===== src/rtl/mc_control_fsm.sv =====
// Multi-cycle control FSM for the 16-bit CPU: sequences FETCH/DECODE/EXEC/MEM/WB and drives every datapath strobe.
// Optional feature macro: ILLEGAL_TRAP_EN (illegal opcodes halt the core until reset instead of acting as NOP).
module mc_control_fsm #(
  parameter int OP_SIZE = 4,
  parameter int STATE_W = 4
) (
  input  logic               clk,
  input  logic               rst,
  input  logic [OP_SIZE-1:0] opcode,
  input  logic               alu_zero_flag,
  input  logic               mem_ready,
  output logic [OP_SIZE-1:0] alu_sel,
  output logic               alu_src_a,
  output logic [1:0]         alu_src_b,
  output logic               pc_write,
  output logic [1:0]         pc_src,
  output logic               ir_write,
  output logic               mem_read,
  output logic               mem_write,
  output logic               mem_byte,
  output logic               reg_write,
  output logic               reg_dst,
  output logic               mem_to_reg,
  output logic               halted,
  output logic [STATE_W-1:0] state_dbg
);

  typedef enum logic [STATE_W-1:0] {
    S_FETCH    = STATE_W'(0),
    S_DECODE   = STATE_W'(1),
    S_EXEC_R   = STATE_W'(2),
    S_R_WB     = STATE_W'(3),
    S_EXEC_I   = STATE_W'(4),
    S_I_WB     = STATE_W'(5),
    S_MEM_ADDR = STATE_W'(6),
    S_MEM_RD   = STATE_W'(7),
    S_MEM_WB   = STATE_W'(8),
    S_MEM_WR   = STATE_W'(9),
    S_BRANCH   = STATE_W'(10),
    S_JUMP     = STATE_W'(11),
    S_ILLEGAL  = STATE_W'(12)
  } state_t;

  localparam logic [OP_SIZE-1:0] OP_NOP  = OP_SIZE'(0);
  localparam logic [OP_SIZE-1:0] OP_LW   = OP_SIZE'(1);
  localparam logic [OP_SIZE-1:0] OP_LB   = OP_SIZE'(2);
  localparam logic [OP_SIZE-1:0] OP_SW   = OP_SIZE'(3);
  localparam logic [OP_SIZE-1:0] OP_SB   = OP_SIZE'(4);
  localparam logic [OP_SIZE-1:0] OP_AND  = OP_SIZE'(5);
  localparam logic [OP_SIZE-1:0] OP_OR   = OP_SIZE'(6);
  localparam logic [OP_SIZE-1:0] OP_ADD  = OP_SIZE'(7);
  localparam logic [OP_SIZE-1:0] OP_SUB  = OP_SIZE'(8);
  localparam logic [OP_SIZE-1:0] OP_SLT  = OP_SIZE'(9);
  localparam logic [OP_SIZE-1:0] OP_BEQ  = OP_SIZE'(10);
  localparam logic [OP_SIZE-1:0] OP_JUMP = OP_SIZE'(11);
  localparam logic [OP_SIZE-1:0] OP_ADDI = OP_SIZE'(12);

  state_t             r_state;
  state_t             w_next_state;
  logic [OP_SIZE-1:0] r_alu_sel;
  logic               r_alu_src_a;
  logic [1:0]         r_alu_src_b;
  logic [1:0]         r_pc_src;
  logic               r_mem_read;
  logic               r_mem_write;
  logic               r_mem_byte;
  logic               r_reg_write;
  logic               r_reg_dst;
  logic               r_mem_to_reg;
  logic               r_halted;
  logic               w_fetch_done;

  // Memory handshake: a request (mem_read/mem_write) stays asserted and stable until the
  // cycle mem_ready is high; that cycle completes the access. The first FETCH cycle after
  // reset has no request out yet, so mem_ready is not consumed there.
  assign w_fetch_done = (r_state == S_FETCH) && r_mem_read && mem_ready;

  always_comb begin
    w_next_state = S_FETCH;
    case (r_state)
      S_FETCH:  w_next_state = w_fetch_done ? S_DECODE : S_FETCH;
      S_DECODE: begin
        case (opcode)
          OP_NOP:                     w_next_state = S_FETCH;
          OP_LW, OP_LB, OP_SW, OP_SB: w_next_state = S_MEM_ADDR;
          OP_AND, OP_OR, OP_ADD, OP_SUB, OP_SLT:
                                      w_next_state = S_EXEC_R;
          OP_BEQ:                     w_next_state = S_BRANCH;
          OP_JUMP:                    w_next_state = S_JUMP;
          OP_ADDI:                    w_next_state = S_EXEC_I;
          default:                    w_next_state = S_ILLEGAL;
        endcase
      end
      S_EXEC_R:   w_next_state = S_R_WB;
      S_R_WB:     w_next_state = S_FETCH;
      S_EXEC_I:   w_next_state = S_I_WB;
      S_I_WB:     w_next_state = S_FETCH;
      S_MEM_ADDR: w_next_state = (opcode == OP_LW || opcode == OP_LB) ? S_MEM_RD : S_MEM_WR;
      S_MEM_RD:   w_next_state = mem_ready ? S_MEM_WB : S_MEM_RD;
      S_MEM_WB:   w_next_state = S_FETCH;
      S_MEM_WR:   w_next_state = mem_ready ? S_FETCH : S_MEM_WR;
      S_BRANCH:   w_next_state = S_FETCH;
      S_JUMP:     w_next_state = S_FETCH;
`ifdef ILLEGAL_TRAP_EN
      S_ILLEGAL:  w_next_state = S_ILLEGAL;
`else
      S_ILLEGAL:  w_next_state = S_FETCH;
`endif
      default:    w_next_state = S_FETCH;
    endcase
  end

  // Outputs are decoded from the state being entered and registered with it, so they
  // are pure functions of the current state as seen from outside.
  always_ff @(posedge clk) begin
    if (rst) begin
      r_state      <= S_FETCH;
      r_alu_sel    <= '0;
      r_alu_src_a  <= 1'b0;
      r_alu_src_b  <= 2'd0;
      r_pc_src     <= 2'd0;
      r_mem_read   <= 1'b0;
      r_mem_write  <= 1'b0;
      r_mem_byte   <= 1'b0;
      r_reg_write  <= 1'b0;
      r_reg_dst    <= 1'b0;
      r_mem_to_reg <= 1'b0;
      r_halted     <= 1'b0;
    end else begin
      r_state      <= w_next_state;
      r_alu_sel    <= '0;
      r_alu_src_a  <= 1'b0;
      r_alu_src_b  <= 2'd0;
      r_pc_src     <= 2'd0;
      r_mem_read   <= 1'b0;
      r_mem_write  <= 1'b0;
      r_mem_byte   <= 1'b0;
      r_reg_write  <= 1'b0;
      r_reg_dst    <= 1'b0;
      r_mem_to_reg <= 1'b0;
      r_halted     <= 1'b0;
      case (w_next_state)
        S_FETCH: begin
          r_mem_read  <= 1'b1;
          r_alu_src_b <= 2'd1;
          r_alu_sel   <= OP_ADD;
        end
        S_DECODE: begin
          r_alu_src_b <= 2'd2;
          r_alu_sel   <= OP_ADD;
        end
        S_EXEC_R: begin
          r_alu_src_a <= 1'b1;
          r_alu_sel   <= opcode;
        end
        S_R_WB: begin
          r_reg_write <= 1'b1;
          r_reg_dst   <= 1'b1;
        end
        S_EXEC_I, S_MEM_ADDR: begin
          r_alu_src_a <= 1'b1;
          r_alu_src_b <= 2'd2;
          r_alu_sel   <= OP_ADD;
        end
        S_I_WB: r_reg_write <= 1'b1;
        S_MEM_RD: begin
          r_mem_read <= 1'b1;
          r_mem_byte <= (opcode == OP_LB);
        end
        S_MEM_WB: begin
          r_reg_write  <= 1'b1;
          r_mem_to_reg <= 1'b1;
        end
        S_MEM_WR: begin
          r_mem_write <= 1'b1;
          r_mem_byte  <= (opcode == OP_SB);
        end
        S_BRANCH: begin
          r_alu_src_a <= 1'b1;
          r_alu_sel   <= OP_SUB;
          r_pc_src    <= 2'd1;
        end
        S_JUMP: r_pc_src <= 2'd2;
`ifdef ILLEGAL_TRAP_EN
        S_ILLEGAL: r_halted <= 1'b1;
`endif
        default: ;
      endcase
    end
  end

  // PC/IR loads qualify on inputs sampled in their own state (memory data, ALU zero).
  assign ir_write   = w_fetch_done;
  assign pc_write   = w_fetch_done || (r_state == S_JUMP) ||
                      ((r_state == S_BRANCH) && alu_zero_flag);
  assign alu_sel    = r_alu_sel;
  assign alu_src_a  = r_alu_src_a;
  assign alu_src_b  = r_alu_src_b;
  assign pc_src     = r_pc_src;
  assign mem_read   = r_mem_read;
  assign mem_write  = r_mem_write;
  assign mem_byte   = r_mem_byte;
  assign reg_write  = r_reg_write;
  assign reg_dst    = r_reg_dst;
  assign mem_to_reg = r_mem_to_reg;
  assign halted     = r_halted;
  assign state_dbg  = r_state;

endmodule

===== config.mk =====
export PLATFORM = sky130hd
export DESIGN_NAME = mc_control_fsm
export DESIGN_NICKNAME = d
export VERILOG_FILES = /design/src/rtl/mc_control_fsm.sv
export SDC_FILE = /design/constraint.sdc
export NUM_CORES = 1
export LEC_CHECK = 0
export ABC_AREA = 1
export ABC_CLOCK_PERIOD_IN_PS = 2200
export BUFFER_PORTS_ARGS = -buffer_cell sky130_fd_sc_hd__buf_2
export CAP_MARGIN = 20
export CORE_MARGIN = 3
export CORE_UTILIZATION = 49
export DETAILED_ROUTE_END_ITERATION = 8
export MAX_ROUTING_LAYER = met4
export PLACE_DENSITY_LB_ADDON = 0.15
export RECOVER_POWER = 50
export SLEW_MARGIN = 0
export SYNTH_ARGS = -nofsm -noshare
export SYNTH_HDL_FRONTEND = slang
export SYNTH_SLANG_ARGS = --single-unit

===== constraint.sdc =====
create_clock -name clk -period 2.2 [get_ports clk]
set_input_delay 0.55 -clock clk [delete_from_list [all_inputs] [get_ports clk]]
set_output_delay 0.55 -clock clk [all_outputs]
set_load 0.05 [all_outputs]

==> impl_results.rst, run 1 <==
.. list-table::
   :header-rows: 1

   * - Metric
     - Value
   * - Worst min-delay path endpoint
     - mem_byte
   * - Seq/Total Area, Yosys
     - 0.393
   * - Min cycle time layout
     - 2.03 ns
   * - Sw Pwr
     - 366 uW
   * - # H-tree levels
     - 1
   * - Reg-to-reg critical path endpoint
     - alu_sel[0]
   * - CTS tree
     - yes
   * - Std-Cell Core Area
     - 1800 um2
   * - Bufs on Longest Clock Path
     - 2
   * - Fmax achieved
     - 493 MHz
   * - Number of vias in the routed layout
     - 952
   * - Vias in the first global route
     - 880
   * - Worst Hold Depth
     - 4
   * - Slack of the worst reg-to-reg path
     - 0.40 ns
   * - Antenna-violating nets left
     - 0
   * - Final non-filler cell area
     - 1120 um2
   * - Per-cell via count in the routed design
     - 4.76
   * - Class of the most critical setup path
     - reg2out
   * - Endpoint type of the worst setup path
     - output pin
   * - Arrival time at the worst endpoint
     - 1.48 ns
   * - Count of pins on the block boundary
     - 30
   * - Routed WL per cell
     - 10.6 um
   * - Share of the synthesized area in compound gates (AO/OA/AOI/OAI)
     - 0.0556
   * - Layout-stage area growth over the synthesis result
     - 16.1%
   * - Finish-stage setup viols
     - 0
   * - Final TNS setup
     - 0 ns
   * - Cell area reported after detailed placement
     - 1130 um2
   * - Post-synthesis xor/xnor area fraction
     - 0
   * - Antenna violations before repair
     - 0
   * - Proportion of power drawn by combinational gates
     - 0.362
   * - Switching power as a share of total power
     - 0.415
   * - Number of placement rows
     - 15
   * - Multiplexer share of the synthesized area
     - 0
   * - Normalized max-slew margin
     - 0.599
   * - Total power divided by cell area
     - 784 nW/um2
   * - Synthesized cell area
     - 968 um2
   * - Placer congestion estimate
     - 0.851
   * - Number of buffers added by the clock tree synthesis step
     - 3
   * - Depth of the worst register-to-register path
     - 10
   * - Area share of fa/ha/maj cells after synthesis
     - 0.0129
   * - Dominant combinational cell family by area after synthesis
     - simple AND/OR/NAND/NOR gates
   * - Ordered cell list for the critical path
     - nor2_2 > nand3b_1 > o21ai_2 > clkbuf_4
   * - Vertical die dimension
     - 50.5 um
   * - Post-Syn Nets
     - 155
   * - Worst min-delay path category
     - in2reg
   * - Hold-fix buffers, CTS
     - 0
   * - Data required, critical path
     - 1.65 ns
   * - Layout net count
     - 185
   * - Number of antenna cells inserted
     - 0
   * - Starting density of the core
     - 0.538
   * - FF-to-FF Start
     - state_dbg[2]
   * - Setup Skew
     - 0.0149 ns
   * - DRC violation count after routing
     - 0
   * - Proportion of power drawn by flip-flops and latches
     - 0.444
   * - Maximum fanout count along the critical path
     - 5
   * - Area enclosed by the die boundary
     - 2550 um2
   * - Count of mapped cells out of synthesis
     - 146
   * - Clock Power Share
     - 0.194
   * - Number of buffers added on ports
     - 28
   * - Worst-path cell with the longest stage delay
     - sky130_fd_sc_hd__dfxtp_2
   * - Pin count of the biggest net entering global routing
     - 17
   * - GRT Residual Overflow
     - 0
   * - Maximum ir drop on the vdd rail
     - 589 uV
   * - CTS Root Cell
     - sky130_fd_sc_hd__clkbuf_4
   * - Simple logic cell fraction of the synthesized area
     - 0.450
   * - Combined buffer and inverter count along the critical path
     - 1
   * - Routed WL
     - 2120 um
   * - Die outline width
     - 50.5 um
   * - Max stage delay on crit path
     - 0.35 ns
   * - Initial DRC Count
     - 29
   * - Synthesized area per cell
     - 6.63 um2
   * - Final hold violation count
     - 0
   * - Detailed Place HPWL
     - 1730 um
   * - Unique masters post-synth
     - 22
   * - Worst Tran Pin Value
     - 0.604 ns
   * - Final period utilization
     - 0.923
   * - Worst skew pair latency
     - 0.30 ns
   * - Element type at the critical path start
     - flip-flop
   * - Worst Hold Margin
     - 0.548 ns
   * - Synth Warn #
     - 0
   * - Number of buffers inserted by post-CTS setup repair
     - 0
   * - Internal
     - 516 uW
   * - Drt first pass iters
     - 4
   * - Leakage
     - 0.599 nW
   * - Max Slew Vio Count
     - 0
   * - Clock sink total
     - 19
   * - Layout cells sized above 1
     - 0.177
   * - Utilization after layout
     - 0.624
   * - MaxCap Viol Count
     - 0
   * - Family with the most delay on the worst path
     - simple AND/OR/NAND/NOR gates
   * - Unrepaired setup endpoints after global routing
     - no
   * - Flops & latches, synth
     - 19
   * - Clock-pin slew on the worst setup and hold paths
     - 0.11 ns
   * - Fillcell total
     - 196
   * - Status
     - complete, no violations
   * - Global-route usage over all layers
     - 0.195
   * - First-pass GRT wire length
     - 3710 um
   * - Startpoint of the tightest hold check path
     - opcode[2]
synthesized netlist by cell type:
master / n / area share
sky130_fd_sc_hd__conb_1: 1 / 0.0039
sky130_fd_sc_hd__ha_1: 1 / 0.013
sky130_fd_sc_hd__nand2_2: 1 / 0.0065
sky130_fd_sc_hd__nand2_1: 34 / 0.13
sky130_fd_sc_hd__nor3_1: 1 / 0.0052
sky130_fd_sc_hd__nor2_4: 3 / 0.035
sky130_fd_sc_hd__and3_1: 2 / 0.013
sky130_fd_sc_hd__nand3b_1: 1 / 0.0078
sky130_fd_sc_hd__nand3_2: 2 / 0.021
sky130_fd_sc_hd__nor2_2: 5 / 0.032
sky130_fd_sc_hd__nor2_1: 33 / 0.13
sky130_fd_sc_hd__buf_4: 1 / 0.0078
sky130_fd_sc_hd__nand4_1: 1 / 0.0065
sky130_fd_sc_hd__inv_2: 2 / 0.0078
sky130_fd_sc_hd__nand2_4: 1 / 0.012
sky130_fd_sc_hd__o21ai_2: 1 / 0.0090
sky130_fd_sc_hd__o21ai_0: 3 / 0.015
sky130_fd_sc_hd__nand3_1: 10 / 0.052
sky130_fd_sc_hd__inv_1: 16 / 0.062
sky130_fd_sc_hd__a21oi_1: 6 / 0.031
sky130_fd_sc_hd__clkbuf_1: 2 / 0.0078
sky130_fd_sc_hd__dfxtp_1: 19 / 0.39
cells by family after synthesis:
logic type	count (synthesis)
buf+inv	21
compound gates	10
flops	19
simple gates	94
fa+ha+maj	1
other cells	1
layout by cell type, fill, tap and decap left out, drive strengths merged, types with 2 or more instances in the layout:
cell,count
nor2,41
and3,2
buf,13
inv,18
nand2,36
nand3,12
clkbuf,19
dfxtp,19
o21ai,4
a21oi,6
power by group through the flow:
stage / logic [mW] / registers (mW) / clock network [mW]
finish: 0.319 / 0.391 / 0.171
global placement: 0.324 / 0.398 / 0
global route: 0.347 / 0.395 / 0.187
CTS: 0.329 / 0.391 / 0.175
floorplan: 0.148 / 0.511 / 0
detailed placement: 0.328 / 0.399 / 0
tightest hold or removal path, cell delays in order:
cell,delay (ns)
sky130_fd_sc_hd__buf_2,0.09
sky130_fd_sc_hd__nor2_1,0.04
sky130_fd_sc_hd__nand4_1,0.08
sky130_fd_sc_hd__nand2_1,0.05
cell type report:
type	instances	area [um2]	share of cell area
Multi-Input combinational cell	106	493	0.438
Sequential cell	19	382	0.339
Timing Repair Buffer	28	125	0.111
Inverter	18	67.6	0.0601
Tap cell	25	31.3	0.0278
Clock buffer	4	26.3	0.0234
timing repair:
item / CTS / global route
hold endpoints to repair: 0 / 0
resized for setup: 0 / 2
endpoints found under the setup margin: 0 / 1
through the flow:
step,power [mW],worst slack [ns],cells
after floorplan,0.659,0.0870,146
after global placement,0.722,0.198,196
after detailed placement,0.727,0.0836,196
after CTS,0.896,0.0936,200
after global routing,0.929,0.0728,200
final,0.881,0.170,200
how the worst max path moves through the flow:
stage	start	endpoint	slack [ns]	cells after the start
final	state_dbg[3]	pc_write	0.17	4
after global placement	opcode[0]	alu_sel[0]	0.20	13
after global routing	state_dbg[3]	pc_write	0.07	4
after CTS	state_dbg[3]	pc_write	0.09	4
after floorplan	state_dbg[3]	pc_write	0.09	4
after detailed placement	opcode[0]	alu_sel[0]	0.08	13
layer usage:
layer / track usage / vias up / part of all wire
met5: - / - / 0
met4: 0.0404 / 0 / 0.0061
met3: 0.0445 / 2 / 0.057
met2: 0.333 / 30 / 0.48
met1: 0.237 / 415 / 0.46
li1: - / 505 / -
No activity file was read; power rests on OpenSTA's default activity.
==> run 2, diff against run 1 <==
--- a/config.mk
+++ b/config.mk
@@ -12,8 +12,9 @@
 export CORE_MARGIN = 3
 export CORE_UTILIZATION = 49
 export DETAILED_ROUTE_END_ITERATION = 8
+export GPL_ROUTABILITY_DRIVEN = 0
 export MAX_ROUTING_LAYER = met4
-export PLACE_DENSITY_LB_ADDON = 0.15
+export PLACE_DENSITY = 0.76
 export RECOVER_POWER = 50
 export SLEW_MARGIN = 0
 export SYNTH_ARGS = -nofsm -noshare
==> run 2 against run 1 <==
  * Global-route usage unchanged
  * Clock skew down 0.011 ns
  * Hold slack about the same
  * Clock power up 6%
  * Clock-buffer cell count down 1
  * Die area unchanged
  * Core utilization down 0.14 points
  * Register-to-register slack worse by 0.05 ns
  * Power up 1.5%
  * Sequential cell count unchanged
  * Non-clock buffer count unchanged
  * Largest cell class unchanged
  * Largest power group unchanged
==> impl_results.rst, run 2 (same netlist as run 1, synthesis figures left out) <==
.. list-table::
   :header-rows: 1

   * - Metric
     - Value
   * - DRC violation count after routing
     - 0
   * - CTS tree
     - yes
   * - Worst skew pair latency
     - 0.31 ns
   * - Worst min-delay path category
     - in2reg
   * - Antenna-violating nets left
     - 0
   * - Area enclosed by the die boundary
     - 2550 um2
   * - GRT Residual Overflow
     - 0
   * - Initial DRC Count
     - 30
   * - Pin count of the biggest net entering global routing
     - 17
   * - Number of vias in the routed layout
     - 977
   * - Cell area reported after detailed placement
     - 1130 um2
   * - Final period utilization
     - 0.938
   * - Setup Skew
     - 0.00352 ns
   * - Layout cells sized above 1
     - 0.177
   * - Worst Tran Pin Value
     - 0.602 ns
   * - Number of buffers added on ports
     - 28
   * - Per-cell via count in the routed design
     - 4.89
   * - Status
     - complete, no violations
   * - Element type at the critical path start
     - flip-flop
   * - Number of buffers inserted by post-CTS setup repair
     - 0
   * - Drt first pass iters
     - 4
   * - Hold-fix buffers, CTS
     - 0
   * - Std-Cell Core Area
     - 1800 um2
   * - Class of the most critical setup path
     - reg2out
   * - Global-route usage over all layers
     - 0.195
   * - Maximum ir drop on the vdd rail
     - 456 uV
   * - Normalized max-slew margin
     - 0.600
   * - Routed WL per cell
     - 10.9 um
   * - Fmax achieved
     - 485 MHz
   * - MaxCap Viol Count
     - 0
   * - Routed WL
     - 2180 um
   * - # H-tree levels
     - 1
   * - Finish-stage setup viols
     - 0
   * - Arrival time at the worst endpoint
     - 1.51 ns
   * - Total design power
     - 895 uW
   * - First-pass GRT wire length
     - 3660 um
   * - Vias in the first global route
     - 913
   * - Vertical die dimension
     - 50.5 um
   * - Final TNS setup
     - 0 ns
   * - Leakage
     - 0.601 nW
   * - Family with the most delay on the worst path
     - simple AND/OR/NAND/NOR gates
   * - Final non-filler cell area
     - 1120 um2
   * - Commonest cells after routing, fill and taps aside
     - sky130_fd_sc_hd__nor2_1 (34), sky130_fd_sc_hd__nand2_1 (34), sky130_fd_sc_hd__dfxtp_1 (19), sky130_fd_sc_hd__inv_1 (16)
   * - Clock sink total
     - 19
   * - Layout net count
     - 185
   * - Maximum fanout count along the critical path
     - 5
   * - Final hold violation count
     - 0
   * - Worst Hold Margin
     - 0.548 ns
   * - Min cycle time layout
     - 2.06 ns
   * - CTS Root Cell
     - sky130_fd_sc_hd__clkbuf_4
   * - Max stage delay on crit path
     - 0.36 ns
   * - Count of pins on the block boundary
     - 30
   * - Worst-path cell with the longest stage delay
     - sky130_fd_sc_hd__dfxtp_1
   * - Die outline width
     - 50.5 um
   * - Count of instances resized after the clock tree is built
     - 0
   * - Combined buffer and inverter count along the critical path
     - 1
   * - Endpoint type of the worst setup path
     - output pin
   * - Starting density of the core
     - 0.538
   * - Data required, critical path
     - 1.65 ns
   * - Max Slew Vio Count
     - 0
   * - Number of buffers added by the clock tree synthesis step
     - 3
   * - Detailed Place HPWL
     - 1710 um
   * - Clock-pin slew on the worst setup and hold paths
     - 0.11 ns
   * - Number of placement rows
     - 15
   * - Antenna violations before repair
     - 0
   * - Number of antenna cells inserted
     - 0
   * - Bufs on Longest Clock Path
     - 2
   * - Ordered cell list for the critical path
     - nor2_2 > nand3b_1 > o21ai_2 > buf_2
   * - Unrepaired setup endpoints after global routing
     - no
   * - Layout-stage area growth over the synthesis result
     - 15.9%
   * - Total power divided by cell area
     - 797 nW/um2
-- run 2: cell count changes in the layout (fill, tap and decap cells not counted) --
cell,previous run,this run
sky130_fd_sc_hd__buf_2,13,14
sky130_fd_sc_hd__clkbuf_1,15,14
sky130_fd_sc_hd__clkbuf_4,4,3
sky130_fd_sc_hd__clkinv_2,0,1
sky130_fd_sc_hd__dfxtp_1,18,19
sky130_fd_sc_hd__dfxtp_2,1,0
-- run 2: per-layer routing --
layer	GRT usage	up-vias	wire, um
met5	-	-	0
met4	0.0807	0	43
met3	0.0445	4	136
met2	0.326	32	1000
met1	0.226	430	995
li1	-	511	-
-- run 2: worst min-delay path, stage by stage --
cell and delay (ns):
sky130_fd_sc_hd__buf_2 0.12, sky130_fd_sc_hd__nand3_1 0.10, sky130_fd_sc_hd__nor2_1 0.04
-- run 2: power breakdown --
group | leakage [nW] | switching (mW) | internal, mW | total, mW
registers | 0.155 | 0.0149 | 0.376 | 0.390
clock network | 0.0177 | 0.114 | 0.0680 | 0.182
logic | 0.428 | 0.254 | 0.0690 | 0.323
-- run 2: cell type report --
| type | count | area [um2] |
|---|---|---|
| flip-flops and latches | 19 | 380 |
| well taps | 25 | 31.3 |
| clock inverters | 1 | 5.00 |
| repair buffers | 28 | 123 |
| clock buffers | 3 | 22.5 |
| multi-input cells | 106 | 493 |
| fillers | 203 | 679 |
| inverters | 18 | 67.6 |
-- run 2: stage by stage --
step / std cells / utilization / setup slack, ns
final: 200 / 0.623 / 0.136
after global routing: 200 / 0.623 / 0.0546
after detailed placement: 196 / 0.628 / 0.153
after global placement: 196 / 0.628 / 0.204
after floorplan: 146 / - / 0.0870
after CTS: 200 / 0.643 / 0.113
-- run 2: path summary, 6_finish.rpt --
check | startpoint | to | slack (ns) | depth (start not counted)
min | mem_ready | mem_to_reg | 0.55 | 3
max | state_dbg[3] | pc_write | 0.14 | 4
max reg2reg | state_dbg[2] | alu_sel[0] | 0.35 | 10
min reg2reg | state_dbg[0] | mem_to_reg | 0.70 | 4
==> run 3, diff against run 2 <==
--- a/config.mk
+++ b/config.mk
@@ -9,7 +9,7 @@
 export ABC_CLOCK_PERIOD_IN_PS = 2200
 export BUFFER_PORTS_ARGS = -buffer_cell sky130_fd_sc_hd__buf_2
 export CAP_MARGIN = 20
-export CORE_MARGIN = 3
+export CORE_MARGIN = 2
 export CORE_UTILIZATION = 49
 export DETAILED_ROUTE_END_ITERATION = 8
 export GPL_ROUTABILITY_DRIVEN = 0
==> run 3 against run 2 <==
  * Critical path type unchanged
  * Maximum frequency grew 2.0%
  * Non-clock buffer count did not move
  * Sequential share of layout area down 0.075 points
  * Final area up 0.22%
  * Sequential power barely moved
  * Largest power group unchanged
  * Sequential cell count unchanged
  * Power shrank 1.0%
  * Combinational power is essentially flat
  * Clock skew shrank 0.00076 ns
  * Largest cell class unchanged
  * Wire length is 0.14% lower
  * Critical path depth is 1 higher
==> impl_results.rst, run 3 (same netlist as run 1, synthesis figures left out) <==
.. list-table::
   :header-rows: 1

   * - Metric
     - Value
   * - Status
     - complete, no violations
   * - Area enclosed by the die boundary
     - 2350 um2
   * - Worst Tran Pin Value
     - 0.596 ns
   * - CTS tree
     - yes
   * - Worst slack at placement
     - 0.124 ns
   * - Global-route usage over all layers
     - 0.210
   * - Fillcell total
     - 190
   * - Clock sink total
     - 19
   * - Final worst slack
     - 0.177 ns
   * - Count of instances resized after the clock tree is built
     - 0
   * - Number of buffers added by the clock tree synthesis step
     - 3
   * - Number of buffers inserted by post-CTS setup repair
     - 0
   * - Count of pins on the block boundary
     - 30
   * - Layout net count
     - 185
   * - # H-tree levels
     - 1
   * - Number of buffers added on ports
     - 28
   * - Leakage
     - 0.601 nW
   * - Setup Skew
     - 0.00276 ns
   * - DRC violation count after routing
     - 0
   * - Number of placement rows
     - 16
   * - Routed WL
     - 2180 um
   * - Max Slew Vio Count
     - 0
   * - Initial DRC Count
     - 35
   * - Layout cells sized above 1
     - 0.177
   * - First-pass GRT wire length
     - 3820 um
   * - Vertical die dimension
     - 48.5 um
   * - Per-cell via count in the routed design
     - 4.96
   * - Bufs on Longest Clock Path
     - 2
   * - Element type at the critical path start
     - flip-flop
   * - Commonest cells after routing, fill and taps aside
     - sky130_fd_sc_hd__nor2_1 (34), sky130_fd_sc_hd__nand2_1 (34), sky130_fd_sc_hd__dfxtp_1 (19), sky130_fd_sc_hd__inv_1 (16)
   * - Class of the most critical setup path
     - reg2out
   * - Final hold violation count
     - 0
   * - Number of vias in the routed layout
     - 1001
   * - Worst skew pair latency
     - 0.30 ns
   * - Antenna-violating nets left
     - 0
   * - Maximum ir drop on the vdd rail
     - 440 uV
   * - Final TNS setup
     - 0 ns
   * - Unrepaired setup endpoints after global routing
     - no
   * - Pin count of the biggest net entering global routing
     - 17
   * - Hold-fix buffers, CTS
     - 0
   * - Clock-pin slew on the worst setup and hold paths
     - 0.10 ns
   * - Normalized max-slew margin
     - 0.604
   * - Layout-stage area growth over the synthesis result
     - 16.1%
   * - Min cycle time layout
     - 2.02 ns
   * - Number of antenna cells inserted
     - 0
   * - MaxCap Viol Count
     - 0
   * - CTS Root Cell
     - sky130_fd_sc_hd__clkbuf_4
   * - Antenna violations before repair
     - 0
   * - Arrival time at the worst endpoint
     - 1.47 ns
   * - Routed WL per cell
     - 10.8 um
   * - Data required, critical path
     - 1.65 ns
   * - Final period utilization
     - 0.919
   * - Detailed Place HPWL
     - 1700 um
   * - Worst min-delay path category
     - in2reg
   * - GRT Residual Overflow
     - 0
   * - Endpoint type of the worst setup path
     - output pin
   * - Drt first pass iters
     - 4
   * - Utilization after layout
     - 0.591
   * - Fmax achieved
     - 494 MHz
   * - Die outline width
     - 48.5 um
   * - Starting density of the core
     - 0.509
   * - Vias in the first global route
     - 937
   * - Std-Cell Core Area
     - 1900 um2
   * - Maximum fanout count along the critical path
     - 4
   * - Finish-stage setup viols
     - 0
   * - Total power divided by cell area
     - 787 nW/um2
==> run 3: cell counts in the layout (fill, tap and decap cells not counted) <==
Identical to the previous run, type by type.
==> run 3: worst max-delay path: stages, from the launching register on <==
cell and delay, ns:
sky130_fd_sc_hd__dfxtp_1 0.39, sky130_fd_sc_hd__inv_1 0.07, sky130_fd_sc_hd__nor2_1 0.19, sky130_fd_sc_hd__o21ai_0 0.15, sky130_fd_sc_hd__o21ai_2 0.11, sky130_fd_sc_hd__buf_2 0.26
==> run 3: area by class of cell <==
cell class / instances / area (um2) / area share
clock buffers: 3 / 22.5 / 0.0200
repair buffers: 28 / 123 / 0.109
multi-input cells: 106 / 493 / 0.438
clock inverters: 1 / 5.00 / 0.00445
well taps: 27 / 33.8 / 0.0300
flip-flops and latches: 19 / 380 / 0.338
inverters: 18 / 67.6 / 0.0601
==> run 3: layer usage <==
metal,vias up,part of all wire,GRT usage
li1,507,-,-
met1,452,0.43,0.251
met2,37,0.48,0.352
met3,5,0.066,0.0309
met4,0,0.018,0.0952
met5,-,0,-
==> run 3: metrics by stage <==
stage	hold slack (ns)	std cells	total power, mW	instance area [um2]
finish	0.555	202	0.886	1120
global route	0.577	202	0.938	1120
CTS	0.550	202	0.893	1160
detailed placement	0.656	198	0.726	1130
global placement	0.659	198	0.721	1130
floorplan	0.710	146	0.659	975
==> run 3: path summary, 6_finish.rpt <==
path                            cells after the start    endpoint    startpoint  slack, ns
worst min-delay path                                3  mem_to_reg     mem_ready       0.55
worst max-delay path                                5    pc_write  state_dbg[3]       0.18
worst max register to register                     10  alu_sel[1]  state_dbg[2]       0.31
worst min register to register                      4  mem_to_reg  state_dbg[0]       0.69
==> run 3: power breakdown <==
part / leakage [nW] / internal [mW] / switching (mW)
Clock: 0.0177 / 0.0678 / 0.105
Sequential: 0.155 / 0.376 / 0.0155
Combinational: 0.428 / 0.0691 / 0.252
Total: 0.601 / 0.513 / 0.373
